===== config.mk =====
export PLATFORM = sky130hd
export DESIGN_NAME = qerv_bufreg_par_flat
export DESIGN_NICKNAME = d
export VERILOG_FILES = /design/src/rtl/qerv_pkg.sv /design/src/rtl/qerv_bufreg_par_if.sv /design/src/rtl/qerv_bufreg_shifter.sv /design/src/rtl/qerv_bufreg_par.sv /design/src/flat_wrapper.sv
export SDC_FILE = /design/constraint.sdc
export NUM_CORES = 1
export LEC_CHECK = 0
export CAP_MARGIN = 40
export CORE_MARGIN = 2
export CORE_UTILIZATION = 42
export CTS_CLUSTER_SIZE = 12
export DETAILED_ROUTE_END_ITERATION = 7
export PLACE_DENSITY = 0.77
export RECOVER_POWER = 50
export SLEW_MARGIN = 10
export SYNTH_ARGS = -nofsm -noshare
export SYNTH_HDL_FRONTEND = slang
export SYNTH_HIERARCHICAL = 1
export SYNTH_SLANG_ARGS = --single-unit

===== constraint.sdc =====
create_clock -name i_clk -period 2.85 [get_ports i_clk]
set_input_delay 0.4275 -clock i_clk [delete_from_list [all_inputs] [get_ports i_clk]]
set_output_delay 0.4275 -clock i_clk [all_outputs]
set_load 0.005 [all_outputs]

===== src/rtl/qerv_pkg.sv =====
// Shared constants and elaboration helpers for the parametrised qerv buffer register.
package qerv_pkg;

    localparam logic [1:0] LS_BYTE = 2'b00;
    localparam logic [1:0] LS_HALF = 2'b01;
    localparam logic [1:0] LS_WORD = 2'b10;

    function automatic bit qerv_w_legal(input int w);
        return (w == 1) || (w == 2) || (w == 4) || (w == 8);
    endfunction

    // Width of the sub-chunk shift amount; W=1 still needs a 1-bit port.
    function automatic int qerv_lb(input int w);
        return (w <= 2) ? 1 : $clog2(w);
    endfunction

endpackage


===== src/rtl/qerv_bufreg_par_if.sv =====
// Control/data bundle between the qerv core and its W-bit buffer register.
interface qerv_bufreg_par_if
    import qerv_pkg::*;
#(
    parameter int W  = 4,
    parameter int LB = qerv_lb(W)
) ();

    logic          i_cnt0;
    logic          i_en;
    logic          i_init;
    logic          i_mdu_op;
    logic          i_rs1_en;
    logic          i_imm_en;
    logic          i_clr_lsb;
    logic          i_shift_op;
    logic          i_right_shift_op;
    logic          i_sh_signed;
    logic [1:0]    i_ls_size;
    logic [W-1:0]  i_rs1;
    logic [W-1:0]  i_imm;
    logic [LB-1:0] i_shamt_lsb;

    logic [W-1:0]  o_q;
    logic [1:0]    o_lsb;
    logic          o_last;
    logic          o_misalign;
    logic [31:0]   o_dbus_adr;
    logic [31:0]   o_ext_rs1;

    modport master (
        output i_cnt0, i_en, i_init, i_mdu_op, i_rs1_en, i_imm_en, i_clr_lsb,
               i_shift_op, i_right_shift_op, i_sh_signed, i_ls_size,
               i_rs1, i_imm, i_shamt_lsb,
        input  o_q, o_lsb, o_last, o_misalign, o_dbus_adr, o_ext_rs1
    );

    modport slave (
        input  i_cnt0, i_en, i_init, i_mdu_op, i_rs1_en, i_imm_en, i_clr_lsb,
               i_shift_op, i_right_shift_op, i_sh_signed, i_ls_size,
               i_rs1, i_imm, i_shamt_lsb,
        output o_q, o_lsb, o_last, o_misalign, o_dbus_adr, o_ext_rs1
    );

endinterface


===== src/rtl/qerv_bufreg_shifter.sv =====
// Sub-chunk shifter for the buffer register output: applies s within a W-bit chunk
// and carries the displaced high bits into the next beat through the spill register.
module qerv_bufreg_shifter #(
    parameter int W  = 4,
    parameter int LB = 2
) (
    input  logic          i_clk,
    input  logic          i_rst_n,
    input  logic          i_en,
    input  logic          i_cnt0,
    input  logic          i_shift_op,
    input  logic          i_right_shift_op,
    input  logic [LB-1:0] i_shamt_lsb,
    input  logic [W-1:0]  i_d,
    output logic [W-1:0]  o_q
);

    logic [LB-1:0]  s;
    logic [2*W-1:0] ext;
    logic [W-1:0]   spill;

    // A right shift by n is a left shift by W-n followed by dropping one chunk upstream.
    always_comb begin
        s = '0;
        if (i_shift_op) begin
            if (!i_right_shift_op)
                s = i_shamt_lsb;
            else if (i_shamt_lsb != '0)
                s = LB'(W - int'(i_shamt_lsb));
        end
        if (W == 1)
            s = '0;
    end

    always_comb begin
        ext = {{W{1'b0}}, i_d} << s;
        o_q = i_en ? (ext[W-1:0] | spill) : '0;
    end

    always_ff @(posedge i_clk or negedge i_rst_n) begin
        if (!i_rst_n)
            spill <= '0;
        else if (i_en)
            spill <= ext[2*W-1:W];
        else if (i_cnt0)
            spill <= '0;
    end

endmodule


===== src/rtl/qerv_bufreg_par.sv =====
// Bit-serial buffer register, W bits per beat: rs1+imm address adder, rs1 holding
// for shifts/MDU, streamed output through the sub-chunk shifter.
module qerv_bufreg_par
    import qerv_pkg::*;
#(
    parameter int W   = 4,
    parameter int MDU = 0,
    parameter int LB  = qerv_lb(W)
) (
    input logic              i_clk,
    input logic              i_rst_n,
    qerv_bufreg_par_if.slave bus
);

    localparam int BEATS = 32 / W;
    localparam int BW    = $clog2(BEATS);

    if (!qerv_w_legal(W)) begin : g_bad_w
        $error("qerv_bufreg_par: W must be 1, 2, 4 or 8");
    end

    logic [31:0]   data;
    logic          c_r;
    logic [1:0]    lsb;
    logic [BW-1:0] beat;

    logic [W-1:0]  rs1_g;
    logic [W-1:0]  imm_g;
    logic [W-1:0]  sum;
    logic [W-1:0]  fill;
    logic          c;

    always_comb begin
        rs1_g = bus.i_rs1_en ? bus.i_rs1 : '0;
        imm_g = bus.i_imm_en ? bus.i_imm : '0;
        if (bus.i_cnt0 && bus.i_clr_lsb)
            imm_g[0] = 1'b0;
        {c, sum} = {1'b0, rs1_g} + {1'b0, imm_g} + {{W{1'b0}}, c_r};
        fill = bus.i_sh_signed ? {W{data[31]}} : '0;
    end

    // Carry is re-evaluated every clock, so any idle cycle drops it.
    always_ff @(posedge i_clk or negedge i_rst_n) begin
        if (!i_rst_n) begin
            data <= '0;
            c_r  <= 1'b0;
            beat <= '0;
        end else begin
            c_r <= c & bus.i_en;
            if (bus.i_en) begin
                data <= {bus.i_init ? sum : fill, data[31:W]};
                beat <= bus.i_cnt0 ? BW'(1) : beat + BW'(1);
            end
        end
    end

    if (W >= 2) begin : g_lsb_wide
        always_ff @(posedge i_clk or negedge i_rst_n) begin
            if (!i_rst_n)
                lsb <= '0;
            else if (bus.i_en && bus.i_cnt0)
                lsb <= sum[1:0];
        end
    end else begin : g_lsb_serial
        // One bit per beat: bit 0 on the cnt0 beat, bit 1 on the beat after.
        always_ff @(posedge i_clk or negedge i_rst_n) begin
            if (!i_rst_n)
                lsb <= '0;
            else if (bus.i_en) begin
                if (bus.i_cnt0)
                    lsb[0] <= sum[0];
                else if (beat == BW'(1))
                    lsb[1] <= sum[0];
            end
        end
    end

    always_comb begin
        bus.o_misalign = 1'b0;
        case (bus.i_ls_size)
            LS_HALF: bus.o_misalign = lsb[0];
            LS_WORD: bus.o_misalign = |lsb;
            default: bus.o_misalign = 1'b0;
        endcase
    end

    assign bus.o_lsb      = ((MDU != 0) && bus.i_mdu_op) ? 2'b00 : lsb;
    assign bus.o_last     = bus.i_en & (bus.i_cnt0 ? (BEATS == 1)
                                                   : (beat == BW'(BEATS - 1)));
    assign bus.o_dbus_adr = {data[31:2], 2'b00};
    assign bus.o_ext_rs1  = {data[31:2], lsb};

    qerv_bufreg_shifter #(
        .W  (W),
        .LB (LB)
    ) u_shifter (
        .i_clk            (i_clk),
        .i_rst_n          (i_rst_n),
        .i_en             (bus.i_en),
        .i_cnt0           (bus.i_cnt0),
        .i_shift_op       (bus.i_shift_op),
        .i_right_shift_op (bus.i_right_shift_op),
        .i_shamt_lsb      (bus.i_shamt_lsb),
        .i_d              (data[W-1:0]),
        .o_q              (bus.o_q)
    );

endmodule


===== src/flat_wrapper.sv =====
// flat-port wrapper written by rule: the top's interface ports become plain ports
module qerv_bufreg_par_flat import qerv_pkg::*;
#(
    parameter int W   = 4,
    parameter int MDU = 0,
    parameter int LB  = qerv_lb(W)
)
  (i_clk, i_rst_n, bus_i_cnt0, bus_i_en, bus_i_init, bus_i_mdu_op, bus_i_rs1_en, bus_i_imm_en, bus_i_clr_lsb, bus_i_shift_op, bus_i_right_shift_op, bus_i_sh_signed, bus_i_ls_size, bus_i_rs1, bus_i_imm, bus_i_shamt_lsb, bus_o_q, bus_o_lsb, bus_o_last, bus_o_misalign, bus_o_dbus_adr, bus_o_ext_rs1);
  qerv_bufreg_par_if #(.W(W), .LB(LB)) bus_i ();
  input logic i_clk;
  input logic i_rst_n;
  input wire logic [$bits(bus_i.i_cnt0)-1:0] bus_i_cnt0;
  input wire logic [$bits(bus_i.i_en)-1:0] bus_i_en;
  input wire logic [$bits(bus_i.i_init)-1:0] bus_i_init;
  input wire logic [$bits(bus_i.i_mdu_op)-1:0] bus_i_mdu_op;
  input wire logic [$bits(bus_i.i_rs1_en)-1:0] bus_i_rs1_en;
  input wire logic [$bits(bus_i.i_imm_en)-1:0] bus_i_imm_en;
  input wire logic [$bits(bus_i.i_clr_lsb)-1:0] bus_i_clr_lsb;
  input wire logic [$bits(bus_i.i_shift_op)-1:0] bus_i_shift_op;
  input wire logic [$bits(bus_i.i_right_shift_op)-1:0] bus_i_right_shift_op;
  input wire logic [$bits(bus_i.i_sh_signed)-1:0] bus_i_sh_signed;
  input wire logic [$bits(bus_i.i_ls_size)-1:0] bus_i_ls_size;
  input wire logic [$bits(bus_i.i_rs1)-1:0] bus_i_rs1;
  input wire logic [$bits(bus_i.i_imm)-1:0] bus_i_imm;
  input wire logic [$bits(bus_i.i_shamt_lsb)-1:0] bus_i_shamt_lsb;
  output wire logic [$bits(bus_i.o_q)-1:0] bus_o_q;
  output wire logic [$bits(bus_i.o_lsb)-1:0] bus_o_lsb;
  output wire logic [$bits(bus_i.o_last)-1:0] bus_o_last;
  output wire logic [$bits(bus_i.o_misalign)-1:0] bus_o_misalign;
  output wire logic [$bits(bus_i.o_dbus_adr)-1:0] bus_o_dbus_adr;
  output wire logic [$bits(bus_i.o_ext_rs1)-1:0] bus_o_ext_rs1;
  assign bus_i.i_cnt0 = bus_i_cnt0;
  assign bus_i.i_en = bus_i_en;
  assign bus_i.i_init = bus_i_init;
  assign bus_i.i_mdu_op = bus_i_mdu_op;
  assign bus_i.i_rs1_en = bus_i_rs1_en;
  assign bus_i.i_imm_en = bus_i_imm_en;
  assign bus_i.i_clr_lsb = bus_i_clr_lsb;
  assign bus_i.i_shift_op = bus_i_shift_op;
  assign bus_i.i_right_shift_op = bus_i_right_shift_op;
  assign bus_i.i_sh_signed = bus_i_sh_signed;
  assign bus_i.i_ls_size = bus_i_ls_size;
  assign bus_i.i_rs1 = bus_i_rs1;
  assign bus_i.i_imm = bus_i_imm;
  assign bus_i.i_shamt_lsb = bus_i_shamt_lsb;
  assign bus_o_q = bus_i.o_q;
  assign bus_o_lsb = bus_i.o_lsb;
  assign bus_o_last = bus_i.o_last;
  assign bus_o_misalign = bus_i.o_misalign;
  assign bus_o_dbus_adr = bus_i.o_dbus_adr;
  assign bus_o_ext_rs1 = bus_i.o_ext_rs1;
  qerv_bufreg_par #(.W(W), .MDU(MDU), .LB(LB)) u_core (.i_clk(i_clk), .i_rst_n(i_rst_n), .bus(bus_i));
endmodule

==> flow_metrics.tcl <==
set metrics [dict create \
    outcome "complete, no violations" \
    sequentialPowerShare 0.399 \
    slew_violations 0 \
    grt_max_degree 27 \
    core-area_mm2 0.005921 \
    netlist_area_mm2 0.002569 \
    yosysWarningCount 6 \
    setup_ws_ps 145.5 \
    synthMuxAreaShare 0.1315 \
    crit_path_cell_trace "clkdlybuf4s50_1 -> a21boi_1 -> o21ai_1 -> a311oi_2 -> clkdlybuf4s50_1" \
    num_antenna_cells 0 \
    nFillCells 543 \
    critPathLaunchType "input pin" \
    synthAdderAreaFrac 0.04968 \
    cp_max_fo 5 \
    yosys.cell_count.top_type "buf_4" \
    synth_compound_area_frac 0.1013 \
    grt_pass1_wl_um 7334 \
    routed_via_density 4.853 \
    synth_top_area_cell "dfrtp_1" \
    cp_common_cell "clkdlybuf4s50_1" \
    power.clock.fraction 0.215 \
    synthFlopType "dfrtp_1" \
    avgSynthCellArea_um2 10.84 \
    cp.required_ps 2420 \
    synth-edff-count 0 \
    die_h_um 82.21 \
    layout-drive-gt1-share 0.1801 \
    setup_viol 0 \
    ys_types 40 \
    hp-class "input pin to async pin" \
    cts-buffers-inserted 5 \
    fp-row-count 28 \
    powerDensity_mw_per_mm2 682.8 \
    power.switching_mw 0.5842 \
    slowest_delay_ps 560 \
    hold_buffers 0 \
    power_frac_comb 0.385 \
    grt_pass1_vias 1575 \
    fin_crit_sh 0.9489 \
    dieWidth_um 82.21 \
    fmaxAchievable_ghz 0.3698 \
    drt_iter0_markers 58 \
    switching_share 0.2697 \
    detailroute.via_count 1684 \
    synth_commonest_cells "65 x buf_4, 41 x dfrtp_1, 30 x mux2_2" \
    tightestPinTransition_ps 1156 \
    clock-root-buffer "clkbuf_8" \
    antenna_found_initial 0 \
    ys_ff_latch 41 \
    crit_buf_inv 2 \
    finalWirelength_um 4566 \
    htree_levels 2 \
    syn_inst 237 \
    hold_viol 0 \
    ant_nets 0 \
    leakage_nw 1.378 \
    synth-simple-area-share 0.08329 \
    synth-async-reset-ratio 1.000 \
    yosys.area.top_type_share 0.3994 \
    dp.cells 339 \
    period_minus_slack_ps 2704 \
    dpl.hpwl_um 3509 \
    clock-skew-final_ps 4.397 \
    rsz0062_at_grt "no" \
    peakVddDrop_mv 0.3595 \
    slew_headroom 0.2290 \
    clkLatencyLatePin_ps 290 \
    finalNetCount 304 \
    dieArea_mm2 0.006758 \
    ys_seq_area_frac 0.3994 \
    cts.sinks 41 \
    ys_top_cells_by_area "dfrtp_1 40%, buf_4 19%, mux2_2 13%" \
    grt_usage 0.1394 \
    post-route-util 0.5359 \
    grt.overflow.total 0 \
    clockBufferDepth 2 \
    final_cells 347 \
    path_clk_slew_ps 80 \
    crit_path_end_kind "primary output" \
    p_int_mw 1.582 \
    crit_family "buffers and inverters" \
    io_pins 96 \
    synth_top_family_by_area "buffers and inverters" \
    drc 0 \
    portBuffers 92 \
    worst-setup-path-type "input pin to primary output" \
    wl_per_cell_um 13.16 \
    syn_to_final_growth_pct 23.53 \
    fin_setup_tns_ps 0 \
    maxCapViolCount 0 \
    cts_tree "built" \
    worst_path_max_delay_cell "clkdlybuf4s50_1" \
    synth-xor-area-share 0.003410 \
    firstDrtPassIters 4 \
    dp_slack_ps 117.7 \
    initial_core_util 0.4339 \
    gp_congestion 0.7689 \
    arrival_ps 2280 \
]
## cell usage in the layout (no fill, tap or decap), types with 2 or more instances in the layout
cell	Yosys	final
o21ai_0	5	5
and3_1	2	2
o21a_1	3	3
clkbuf_8	0	5
inv_1	11	11
mux2_2	30	30
and2_1	9	9
fa_1	2	2
clkdlybuf4s50_1	0	89
nand3b_1	3	3
o221ai_1	2	2
nand2_1	8	8
ha_1	7	7
nand3_1	3	3
clkbuf_1	0	4
nor2b_1	2	2
dfrtp_1	41	41
buf_4	65	3
a21bo_2	2	2
nor2_1	5	5
conb_1	1	2
a211oi_1	2	2
a21oi_1	10	10
## cell type report
cell class              count  area, um^2  area share
flip-flops and latches     41        1026      0.3233
multi-input cells         115       955.9      0.3013
repair buffers             97       940.9      0.2965
well taps                  75       93.84     0.02957
clock buffers               5       68.82     0.02169
clock inverters             3       46.29     0.01459
inverters                  11       41.29     0.01301
## path summary, 6_finish.rpt
check,start,endpoint,slack [ps],depth (start not counted)
setup / recovery,bus_i_shamt_lsb[1],bus_o_q[2],150,5
hold / removal,i_rst_n,u_core/data[9],310,1
setup reg to reg,u_core/c_r,u_core/data[29],1140,6
hold reg to reg,u_core/beat[0],u_core/beat[0],500,1
max in group asynchronous,i_rst_n,u_core/data[29],950,2
min in group i_clk,u_core/beat[0],u_core/beat[0],500,1
## power by group through the flow
stage	Combinational, mW	Sequential (mW)	Clock (mW)
floorplan	0.605	0.832	0
global placement	0.829	0.876	0
detailed placement	0.849	0.884	0
CTS	0.853	0.872	0.485
global route	0.918	0.895	0.513
finish	0.835	0.865	0.467
## routing by layer
metal | up-vias | global-route usage | share of wire
met5 | - | 0 | 0
met4 | 0 | 0.03500 | 0.0079
met3 | 6 | 0.04130 | 0.059
met2 | 58 | 0.2282 | 0.50
met1 | 806 | 0.1805 | 0.44
li1 | 814 | - | -
## registers in the layout, indices dropped and copies added (netlist names)
signal	count
u_core/data	32
u_core/c_r	1
u_core/beat	3
u_core/u_shifter/spill	3
u_core/bus.o_lsb	2
## stage by stage
stage          instance area (um^2)  power [mW]  hold slack, ps
4_1_cts                        3201       2.210           99.36
6_report                       3173       2.167           307.7
5_1_grt                        3173       2.326           357.8
3_5_place_dp                   3085       1.733           424.5
2_1_floorplan                  2572       1.437           131.9
3_3_place_gp                   3058       1.706           468.2
## cell families (layout without fill, tap and decap cells)
| family | count (synthesis) | count (layout) |
|---|---|---|
| fa+ha+maj | 9 | 9 |
| mux | 30 | 30 |
| xor+xnor | 1 | 1 |
| flops | 41 | 41 |
| other cells | 1 | 2 |
| buf+inv | 82 | 116 |
| simple gates | 37 | 37 |
| compound gates | 36 | 36 |
## repair_timing
| item | 4_1_cts | 5_1_grt |
|---|---|---|
| endpoints found under the setup margin | 0 | 2 |
| resized for setup | 0 | 1 |
| setup buffers | 0 | 0 |
Note: power is estimated with default switching activity, not from simulation.
